`src/rtl/vga_timing_pkg.sv`:
```
// Shared VGA timing constants and types for the 640x480@60 Hz raster path.
package vga_timing_pkg;

  // Default 640x480@60 Hz timing (25 MHz pixel clock)
  localparam int unsigned H_VISIBLE_DEF  = 640;
  localparam int unsigned H_FRONT_DEF    = 16;
  localparam int unsigned H_SYNC_DEF     = 96;
  localparam int unsigned H_BACK_DEF     = 48;
  localparam int unsigned V_VISIBLE_DEF  = 480;
  localparam int unsigned V_FRONT_DEF    = 10;
  localparam int unsigned V_SYNC_DEF     = 2;
  localparam int unsigned V_BACK_DEF     = 33;
  localparam int unsigned SYNC_DELAY_DEF = 2;

  // Derived default totals and sync windows (END is exclusive)
  localparam int unsigned H_TOTAL_DEF  = H_VISIBLE_DEF + H_FRONT_DEF + H_SYNC_DEF + H_BACK_DEF;
  localparam int unsigned V_TOTAL_DEF  = V_VISIBLE_DEF + V_FRONT_DEF + V_SYNC_DEF + V_BACK_DEF;
  localparam int unsigned HS_START_DEF = H_VISIBLE_DEF + H_FRONT_DEF;
  localparam int unsigned HS_END_DEF   = HS_START_DEF + H_SYNC_DEF;
  localparam int unsigned VS_START_DEF = V_VISIBLE_DEF + V_FRONT_DEF;
  localparam int unsigned VS_END_DEF   = VS_START_DEF + V_SYNC_DEF;

  // Idle value of {hs, vs, blank}: syncs deasserted (high), blanking
  localparam logic [2:0] SYNC_IDLE = 3'b110;

  // Raster coordinate shared with every renderer consuming DrawX/DrawY
  typedef logic [9:0] coord_t;

  // Half-open window test; 11 bits so an end bound of 1024 still works
  function automatic logic in_window(input logic [10:0] v, input logic [10:0] lo,
                                     input logic [10:0] hi);
    return (v >= lo) && (v < hi);
  endfunction

endpackage

```
`src/rtl/sync_delay_line.sv`:
```
// Fixed-depth register pipeline with a synchronous load-to-reset-value.
// DEPTH = 0 degenerates to a combinational pass-through.
module sync_delay_line #(
  parameter int unsigned WIDTH = 1,
  parameter int unsigned DEPTH = 1
) (
  input  logic             clk_i,
  input  logic             rst_i,
  input  logic [WIDTH-1:0] rst_val_i,
  input  logic [WIDTH-1:0] d_i,
  output logic [WIDTH-1:0] q_o
);

  if (DEPTH == 0) begin : g_bypass
    assign q_o = d_i;
    // Clock and reset have no job without any stages
    logic unused_ctrl;
    assign unused_ctrl = ^{clk_i, rst_i, rst_val_i};
  end else begin : g_pipe
    logic [WIDTH-1:0] stage_q [DEPTH];

    // Shift pipeline; reset parks every stage on the idle value so fill is glitch-free
    always_ff @(posedge clk_i) begin
      if (rst_i) begin
        for (int i = 0; i < DEPTH; i++) begin
          stage_q[i] <= rst_val_i;
        end
      end else begin
        stage_q[0] <= d_i;
        for (int i = 1; i < DEPTH; i++) begin
          stage_q[i] <= stage_q[i-1];
        end
      end
    end

    assign q_o = stage_q[DEPTH-1];
  end

endmodule

```
`src/rtl/vga_timing_gen.sv`:
```
// VGA raster timing generator: pixel/line counters, sync and blank generation
// with a configurable alignment delay, plus frame-level pulses for game logic.
module vga_timing_gen
  import vga_timing_pkg::*;
#(
  parameter int unsigned H_VISIBLE  = H_VISIBLE_DEF,
  parameter int unsigned H_FRONT    = H_FRONT_DEF,
  parameter int unsigned H_SYNC     = H_SYNC_DEF,
  parameter int unsigned H_BACK     = H_BACK_DEF,
  parameter int unsigned V_VISIBLE  = V_VISIBLE_DEF,
  parameter int unsigned V_FRONT    = V_FRONT_DEF,
  parameter int unsigned V_SYNC     = V_SYNC_DEF,
  parameter int unsigned V_BACK     = V_BACK_DEF,
  parameter int unsigned SYNC_DELAY = SYNC_DELAY_DEF
) (
  input  logic       vga_clk,
  input  logic       reset,
  output logic [9:0] DrawX,
  output logic [9:0] DrawY,
  output logic       hs,
  output logic       vs,
  output logic       blank,
  output logic       frame_start,
  output logic       vblank_start,
  output logic [7:0] frame_count
);

  localparam int unsigned H_TOTAL  = H_VISIBLE + H_FRONT + H_SYNC + H_BACK;
  localparam int unsigned V_TOTAL  = V_VISIBLE + V_FRONT + V_SYNC + V_BACK;
  localparam int unsigned HS_START = H_VISIBLE + H_FRONT;
  localparam int unsigned HS_END   = HS_START + H_SYNC;
  localparam int unsigned VS_START = V_VISIBLE + V_FRONT;
  localparam int unsigned VS_END   = VS_START + V_SYNC;

  localparam coord_t      X_LAST   = coord_t'(H_TOTAL - 1);
  localparam coord_t      Y_LAST   = coord_t'(V_TOTAL - 1);
  localparam coord_t      Y_VBLANK = coord_t'(V_VISIBLE);
  localparam logic [10:0] X_VIS    = 11'(H_VISIBLE);
  localparam logic [10:0] Y_VIS    = 11'(V_VISIBLE);
  localparam logic [10:0] HS_LO    = 11'(HS_START);
  localparam logic [10:0] HS_HI    = 11'(HS_END);
  localparam logic [10:0] VS_LO    = 11'(VS_START);
  localparam logic [10:0] VS_HI    = 11'(VS_END);

  if (H_TOTAL > 1024 || V_TOTAL > 1024) begin : g_bad_totals
    $error("vga_timing_gen: H_TOTAL and V_TOTAL must not exceed 1024");
  end
  if (SYNC_DELAY > 7) begin : g_bad_delay
    $error("vga_timing_gen: SYNC_DELAY must be in 0..7");
  end

  coord_t     x_q, x_d;
  coord_t     y_q, y_d;
  logic [7:0] fc_q, fc_d;
  logic       hs_raw, vs_raw, blank_raw;
  logic [2:0] sync_in, sync_out;

  // Next raster position; the frame counter bumps on the last pixel of the frame
  always_comb begin
    x_d  = x_q + 10'd1;
    y_d  = y_q;
    fc_d = fc_q;
    if (x_q == X_LAST) begin
      x_d = '0;
      if (y_q == Y_LAST) begin
        y_d  = '0;
        fc_d = fc_q + 8'd1;
      end else begin
        y_d = y_q + 10'd1;
      end
    end
  end

  // Counter registers with synchronous reset
  always_ff @(posedge vga_clk) begin
    if (reset) begin
      x_q  <= '0;
      y_q  <= '0;
      fc_q <= '0;
    end else begin
      x_q  <= x_d;
      y_q  <= y_d;
      fc_q <= fc_d;
    end
  end

  // Raw sync/blank aligned with the current counters; held idle during reset
  always_comb begin
    hs_raw    = ~in_window({1'b0, x_q}, HS_LO, HS_HI);
    vs_raw    = ~in_window({1'b0, y_q}, VS_LO, VS_HI);
    blank_raw = ({1'b0, x_q} < X_VIS) && ({1'b0, y_q} < Y_VIS);
    sync_in   = reset ? SYNC_IDLE : {hs_raw, vs_raw, blank_raw};
  end

  sync_delay_line #(
    .WIDTH (3),
    .DEPTH (SYNC_DELAY)
  ) u_sync_delay (
    .clk_i     (vga_clk),
    .rst_i     (reset),
    .rst_val_i (SYNC_IDLE),
    .d_i       (sync_in),
    .q_o       (sync_out)
  );

  // Output drive; frame pulses decode the counter registers and are masked by reset
  always_comb begin
    DrawX        = x_q;
    DrawY        = y_q;
    frame_count  = fc_q;
    {hs, vs, blank} = sync_out;
    frame_start  = ~reset && (x_q == '0) && (y_q == '0);
    vblank_start = ~reset && (x_q == '0) && (y_q == Y_VBLANK);
  end

endmodule

```
`config.mk`:
```
export PLATFORM = sky130hd
export DESIGN_NAME = vga_timing_gen
export DESIGN_NICKNAME = d
export VERILOG_FILES = /design/src/rtl/vga_timing_pkg.sv /design/src/rtl/sync_delay_line.sv /design/src/rtl/vga_timing_gen.sv
export SDC_FILE = /design/constraint.sdc
export NUM_CORES = 1
export LEC_CHECK = 0
export CAP_MARGIN = 20
export CORE_ASPECT_RATIO = 0.5
export CORE_MARGIN = 2
export CORE_UTILIZATION = 43
export DETAILED_ROUTE_END_ITERATION = 12
export PLACE_DENSITY = 0.69
export SKIP_CTS_REPAIR_TIMING = 1
export SLEW_MARGIN = 25
export SYNTH_ARGS = -nofsm -noshare
export SYNTH_HDL_FRONTEND = slang
export SYNTH_SLANG_ARGS = --single-unit
```
`constraint.sdc`:
```
create_clock -name vga_clk -period 2.38 [get_ports vga_clk]
set_input_delay 0.357 -clock vga_clk [delete_from_list [all_inputs] [get_ports vga_clk]]
set_output_delay 0.357 -clock vga_clk [all_outputs]
set_load 0.005 [all_outputs]
```
Word level (Yosys, flattened, before mapping)
Memory sizes are Yosys's and may differ from the RTL's.
Index checks and enable logic that the tools add are counted.
{"block": "word_totals", "out_inout_bits": 33, "memories": 1, "ff_bits": 28, "ramBits": 6}
{"memory": "u_sync_delay.g_pipe.stage_q", "words": 2, "word_bits": 3, "rd": 2, "rd_ports_with_merged_regs": 0, "write_ports": 2, "line_no": "sync_delay_line.sv:20", "source": "logic [WIDTH-1:0] stage_q [DEPTH];"}
{"block": "classes", "n_eq_ne": 3, "addsub": 3, "order_cmp": 6, "reduce_logical": 10, "bitwise_logic": 5, "n_mux": 7}
{"op": "10-bit by 1-bit adder with 10-bit output, second input constant", "count": 2}
{"op": "10-bit equality test, second input constant", "count": 2}
{"op": "10-bit zero test", "count": 2}
{"op": "10-bit < comparator, second input constant", "count": 2}
{"op": "10-bit by 9-bit < comparator with 1-bit output, second input constant", "count": 2}
{"op": "10-bit by 9-bit equality test with 1-bit output, second input constant", "count": 1}
{"op": "10-bit greater-or-equal comparator, second input constant", "count": 1}
{"op": "10-bit by 9-bit greater-or-equal comparator with 1-bit output, second input constant", "count": 1}
{"op": "10-bit two-way mux", "count": 1}
{"op": "3-bit two-way mux", "count": 3}
{"op": "8-bit by 1-bit adder with 8-bit output, second input constant", "count": 1}
{"op": "1-bit logical AND", "count": 6}
{"op": "1-bit two-way mux", "count": 3}
{"op": "1-bit inverter", "count": 3}
{"op": "1-bit OR", "count": 2}
{"op": "2-bit AND reduction", "count": 1}
{"op": "2-bit OR reduction", "count": 1}

Logic depth before layout (Yosys ltp)
{"block": "depth", "word_depth": 5, "mapped_depth": 7}

Hierarchy
A second synthesis with hierarchy kept.
{"block": "unflattened", "cells_unflattened": 187, "hier_area_um2": 1690.4}
{"mod": "vga_timing_gen", "area_each_um2": 1446.4, "seq_area_each_um2": 560.5, "n_inst": 1, "cells_per_inst": 171}
{"mod": "sync_delay_line", "area_each_um2": 244.0, "seq_area_each_um2": 120.1, "n_inst": 1, "cells_per_inst": 16}

Worst setup path before layout
Ideal clock, no wire load.
{"block": "synth_timing", "kind": "reg-to-reg", "startpoint": "register y_q[5], in the netlist DrawY[5]", "endpoint": "register fc_q[4], in the netlist frame_count[4]", "stages_incl_launch_ff": 5, "t_arrival_ns": 1.882, "synth_period_minus_slack_ns": 1.952, "setup_slack_ns": 0.428, "setup_time_ns": 0.070, "required_time_ns": 2.310, "cell_sequence": "dfxtp_1 -> or4_4 -> or3_4 -> or4_1 -> a21oi_1"}
{"block": "synth_via", "elab_chain_cells": 2}
{"item": "start, declared", "line_no": "vga_timing_gen.sv:53", "source": "coord_t y_q, y_d;"}
{"item": "start signal, assigned", "line_no": "vga_timing_gen.sv:82", "source": "y_q <= y_d;"}
{"item": "10-bit equality test", "line_no": "vga_timing_gen.sv:65", "source": "if (y_q == Y_LAST) begin"}
{"item": "2-bit AND reduction (no source line)"}
{"item": "end signal, assigned", "line_no": "vga_timing_gen.sv:79", "source": "fc_q <= '0;"}
{"item": "end signal, assigned", "line_no": "vga_timing_gen.sv:83", "source": "fc_q <= fc_d;"}
{"item": "end, declared", "line_no": "vga_timing_gen.sv:54", "source": "logic [7:0] fc_q, fc_d;"}
No other way between the ends.
A chain may end at the register's enable or synchronous reset.

Worst setup path after layout
Same ends and word-level chain as after synthesis.

==> flow_summary.html <==
<table>
<tr><th>Metric</th><th>Value</th></tr>
<tr><th colspan="2">Outcome</th></tr>
<tr><td>Outcome</td><td>finished, final reports clean</td></tr>
<tr><th colspan="2">Cells and area</th></tr>
<tr><td>Net count reported at finish</td><td>238</td></tr>
<tr><td>Post-Layout Inst Area</td><td>between 2000 and 2500 um2</td></tr>
<tr><td>Layout overhead on the synthesized area</td><td>36.6%</td></tr>
<tr><td>Ratio of cells with drive above 1 in the final layout</td><td>between 10 and 15%</td></tr>
<tr><td>Count of placed standard cells in the final layout, fillers left out</td><td>approximately 280</td></tr>
<tr><td>Count of antenna diodes in the layout</td><td>0</td></tr>
<tr><td>Final core utilization</td><td>between 60% and 70%</td></tr>
<tr><th colspan="2">Power</th></tr>
<tr><td>Leak Pwr</td><td>roughly 0.0008 uW</td></tr>
<tr><td>Combinational Power Share</td><td>~4.1%</td></tr>
<tr><td>Net switching power of the design</td><td>around 250 uW</td></tr>
<tr><td>Clock Power Share</td><td>between 50 and 60%</td></tr>
<tr><td>Switching fraction of total power</td><td>19.7%</td></tr>
<tr><td>Design internal power</td><td>around 1000 uW</td></tr>
<tr><td>Flop pwr share</td><td>a little under half</td></tr>
<tr><td>IR drop worst, VDD</td><td>~0.38 mV</td></tr>
<tr><td>PD cells</td><td>about 570 nW/um2</td></tr>
<tr><th colspan="2">Yosys</th></tr>
<tr><td>Synthesized area</td><td>about 1600 um2</td></tr>
<tr><td>Number of enable-type register cells in the synthesized netlist</td><td>0</td></tr>
<tr><td>Most common cell in the synthesized netlist</td><td>sky130_fd_sc_hd__dfxtp_1</td></tr>
<tr><td>Top cell type by total area after synthesis</td><td>sky130_fd_sc_hd__dfxtp_1</td></tr>
<tr><td>Number of storage elements in the synthesis netlist</td><td>34</td></tr>
<tr><td>Total of warnings raised by yosys</td><td>0</td></tr>
<tr><td>Area fraction of the dominant cell type after synthesis</td><td>41.9%</td></tr>
<tr><td>Async SR Flop Fraction</td><td>0%</td></tr>
<tr><td>Distinct cells, synth</td><td>37</td></tr>
<tr><td>Cell types with the largest area share after synthesis</td><td>sky130_fd_sc_hd__dfxtp_1, sky130_fd_sc_hd__a21oi_1, sky130_fd_sc_hd__ha_1, sky130_fd_sc_hd__nor2_1, sky130_fd_sc_hd__xnor2_1</td></tr>
<tr><td>Number of nets produced by synthesis</td><td>194</td></tr>
<tr><td>Synthesized instance count</td><td>approximately 190</td></tr>
<tr><td>Register area share after synthesis</td><td>between 40% and 50%</td></tr>
<tr><td>Post-synth top flop</td><td>sky130_fd_sc_hd__dfxtp_1</td></tr>
<tr><td>Avg Synthesized Cell Area</td><td>8.74 um2</td></tr>
<tr><td>Ranking of synthesized cells by instance count</td><td>sky130_fd_sc_hd__dfxtp_1, sky130_fd_sc_hd__nor2_1, sky130_fd_sc_hd__a21oi_1</td></tr>
<tr><th colspan="2">Floorplanning</th></tr>
<tr><td>Placeable core region</td><td>~3500 um2</td></tr>
<tr><td>Die span in x</td><td>about 91 um</td></tr>
<tr><td>I/O pin count</td><td>35</td></tr>
<tr><td>Area of the die</td><td>about 4300 um2</td></tr>
<tr><td>Die Y-Extent</td><td>around 47 um</td></tr>
<tr><td>Total number of placement rows</td><td>15</td></tr>
<tr><td>Initial Util</td><td>between 40 and 50%</td></tr>
<tr><th colspan="2">STA</th></tr>
<tr><td>Shortest clock period the worst path allows after layout</td><td>2110 ps</td></tr>
<tr><td>Period utilisation layout</td><td>slightly below 90%</td></tr>
<tr><td>Final worst clock skew</td><td>around 10 ps</td></tr>
<tr><td>Number of pins with negative max-slew slack in the final report</td><td>0</td></tr>
<tr><td>Fin worst setup slack</td><td>~270 ps</td></tr>
<tr><td>Total negative setup slack</td><td>0 ps</td></tr>
<tr><td>Fmax</td><td>473 MHz</td></tr>
<tr><td>Relative max-transition margin</td><td>roughly 66%</td></tr>
<tr><td>Final-report setup violation count</td><td>0</td></tr>
<tr><td>Actual slew at the worst max-slew pin</td><td>between 500 and 600 ps</td></tr>
<tr><td>Number of hold violations in the final report</td><td>0</td></tr>
<tr><td>Setup repair after global routing missed its margin</td><td>no</td></tr>
<tr><th colspan="2">Min path</th></tr>
<tr><td>Worst hold-check path type</td><td>reg -&gt; reg</td></tr>
<tr><td>Number of cells traversed by the worst hold path</td><td>1</td></tr>
<tr><td>Worst min-delay path startpoint</td><td>u_sync_delay.g_pipe.stage_q[0][1]</td></tr>
<tr><td>End of the worst hold path</td><td>u_sync_delay.g_pipe.stage_q[0][4]</td></tr>
<tr><th colspan="2">Routing</th></tr>
<tr><td>Number of design-rule violations left by the first detailed-router iteration</td><td>49</td></tr>
<tr><td>Pre-antenna DRT Iters</td><td>4</td></tr>
<tr><td>Vias per cell</td><td>between 5 and 6</td></tr>
<tr><td>Total via count after detailed routing</td><td>1489</td></tr>
<tr><td>Detailed-route wire length per cell</td><td>around 13 um</td></tr>
<tr><td>Final antenna-violating net count</td><td>0</td></tr>
<tr><td>Post-detailed-route DRC marker count</td><td>0</td></tr>
<tr><td>Routed WL</td><td>about 3800 um</td></tr>
<tr><th colspan="2">Placement</th></tr>
<tr><td>Post-Place Cells</td><td>between 200 and 300</td></tr>
<tr><td>Area of placed instances</td><td>2050 um2</td></tr>
<tr><td>Port bufs</td><td>34</td></tr>
<tr><td>Half-perimeter wire length after detailed placement</td><td>approximately 2700 um</td></tr>
<tr><td>Routability Congestion</td><td>around 0.83</td></tr>
<tr><td>Placement Setup Slack</td><td>approximately 150 ps</td></tr>
<tr><th colspan="2">Critical path</th></tr>
<tr><td>Startpoint-to-endpoint class of the critical path</td><td>reg -&gt; reg</td></tr>
<tr><td>Highest fanout seen on the critical path</td><td>14</td></tr>
<tr><td>Critical path startpoint category</td><td>register</td></tr>
<tr><td>Worst-path cell with the longest stage delay</td><td>sky130_fd_sc_hd__or4_4</td></tr>
<tr><td>WP data arrival</td><td>between 2000 and 2500 ps</td></tr>
<tr><td>Length in cells of the worst reg-to-reg path</td><td>4</td></tr>
<tr><td>Endpoint type of the worst setup path</td><td>register</td></tr>
<tr><td>Largest stage delay on the critical path</td><td>600 ps</td></tr>
<tr><td>CP Cell Sequence</td><td>or4_4 &gt; or3_4 &gt; or4_1 &gt; a21oi_1</td></tr>
<tr><td>R2R setup slack</td><td>approximately 270 ps</td></tr>
<tr><td>Critical R2R Capture</td><td>frame_count[4]</td></tr>
<tr><td>Required arrival time at the worst endpoint</td><td>2610 ps</td></tr>
<tr><td>Reg2Reg Launch Point</td><td>DrawY[5]</td></tr>
<tr><th colspan="2">Global routing</th></tr>
<tr><td>Global-route wire length before repair</td><td>5940 um</td></tr>
<tr><td>Total routing resource utilization after global routing</td><td>between 15 and 20%</td></tr>
<tr><td>Number of global-route vias before repair</td><td>around 1200</td></tr>
<tr><td>Initial antenna violation count</td><td>0</td></tr>
<tr><td>Overall overflow remaining after global route</td><td>0</td></tr>
<tr><td>Maximum number of pins on one net before global-route repair</td><td>21</td></tr>
<tr><th colspan="2">CTS</th></tr>
<tr><td>Worst-path clk slew</td><td>around 80 ps</td></tr>
<tr><td>CTS Root Cell</td><td>sky130_fd_sc_hd__clkbuf_8</td></tr>
<tr><td>Sink count of the clock tree</td><td>34</td></tr>
<tr><td>Clock tree from TritonCTS</td><td>built</td></tr>
<tr><td>Buffer levels on the longest clock path</td><td>2</td></tr>
<tr><td>Deepest level of the CTS H-tree</td><td>2</td></tr>
<tr><td>Number of buffers inserted during clock tree synthesis</td><td>5</td></tr>
<tr><td>Insertion delay of the later-clocked pin in the worst-skew pair</td><td>around 290 ps</td></tr>
<tr><th colspan="2">Run</th></tr>
<tr><td>Max-cap violation count</td><td>0</td></tr>
</table>
[cell families after synthesis]
logic type | count (synthesis) | share of synthesized area (%)
adders and majority gates | 6 | 4.62
AOI/OAI and AO/OA | 30 | 10.5
and+or+nand+nor | 89 | 31.6
buffers and inverters | 16 | 5.47
xor gates and xnor gates | 11 | 5.93
DFF | 34 | 41.9
[stage by stage]
step                      hold slack [ps]  power [uW]
after floorplan                       389         617
after global placement                398         640
after detailed placement              396         641
after CTS                             414        1280
after global routing                  432        1320
final                                 412        1270
[cells in the final DEF, fill, tap and decap left out, drive strengths merged, types with 5 or more instances in the layout]
master	n
a21oi	15
and3	5
buf	10
clkbuf	5
clkdlybuf4s50	32
dfxtp	34
ha	6
inv	9
nand2	10
nand3	11
nand4	8
nor2	19
o21ai	8
or4	7
xnor2	7
[critical path: cells and delay by family, from the launching register on]
| kind | cells | cell delay [ps] |
|---|---|---|
| AOI/OAI and AO/OA | 1 | 140 |
| DFF | 1 | 370 |
| and+or+nand+nor | 3 | 1540 |
[per-layer routing]
layer | vias up | track usage (%) | wire length, um
li1 | 765 | - | -
met1 | 693 | 24.3 | 1910
met2 | 29 | 29.3 | 1660
met3 | 2 | 4.72 | 153
met4 | 0 | 6.36 | 22
met5 | - | 0 | 0
[state kept, by name, indices dropped and copies added (netlist names)]
name	count
DrawY	10
frame_count	8
DrawX	10
u_sync_delay.g_pipe.stage_q	6
[worst max-delay path by stage]
stage          startpoint              to  slack, ps  cells past startpoint
6_report         DrawY[5]  frame_count[4]        270                      4
3_3_place_gp     DrawX[1]    vblank_start        140                      6
4_1_cts          DrawX[1]    vblank_start       -200                      6
3_5_place_dp        reset    vblank_start        150                      5
5_1_grt          DrawX[0]        DrawY[7]        170                      6
2_1_floorplan    DrawY[5]  frame_count[4]        430                      4
[final cells by class]
type	count	area, um2
clock inverters	3	68.8
multi-input cells	136	883
clock buffers	5	68.8
well taps	51	63.8
inverters	9	33.8
fillers	323	1310
flip-flops and latches	34	682
repair buffers	44	420
[power by group through the flow]
stage / combinational, uW / clock (uW) / sequential [uW]
2_1_floorplan: 23.3 / 0 / 594
3_3_place_gp: 47.8 / 0 / 593
3_5_place_dp: 47.6 / 0 / 593
4_1_cts: 48.1 / 655 / 580
5_1_grt: 58.2 / 680 / 581
6_report: 52.2 / 640 / 581
Power figures use the tool's default switching activity.
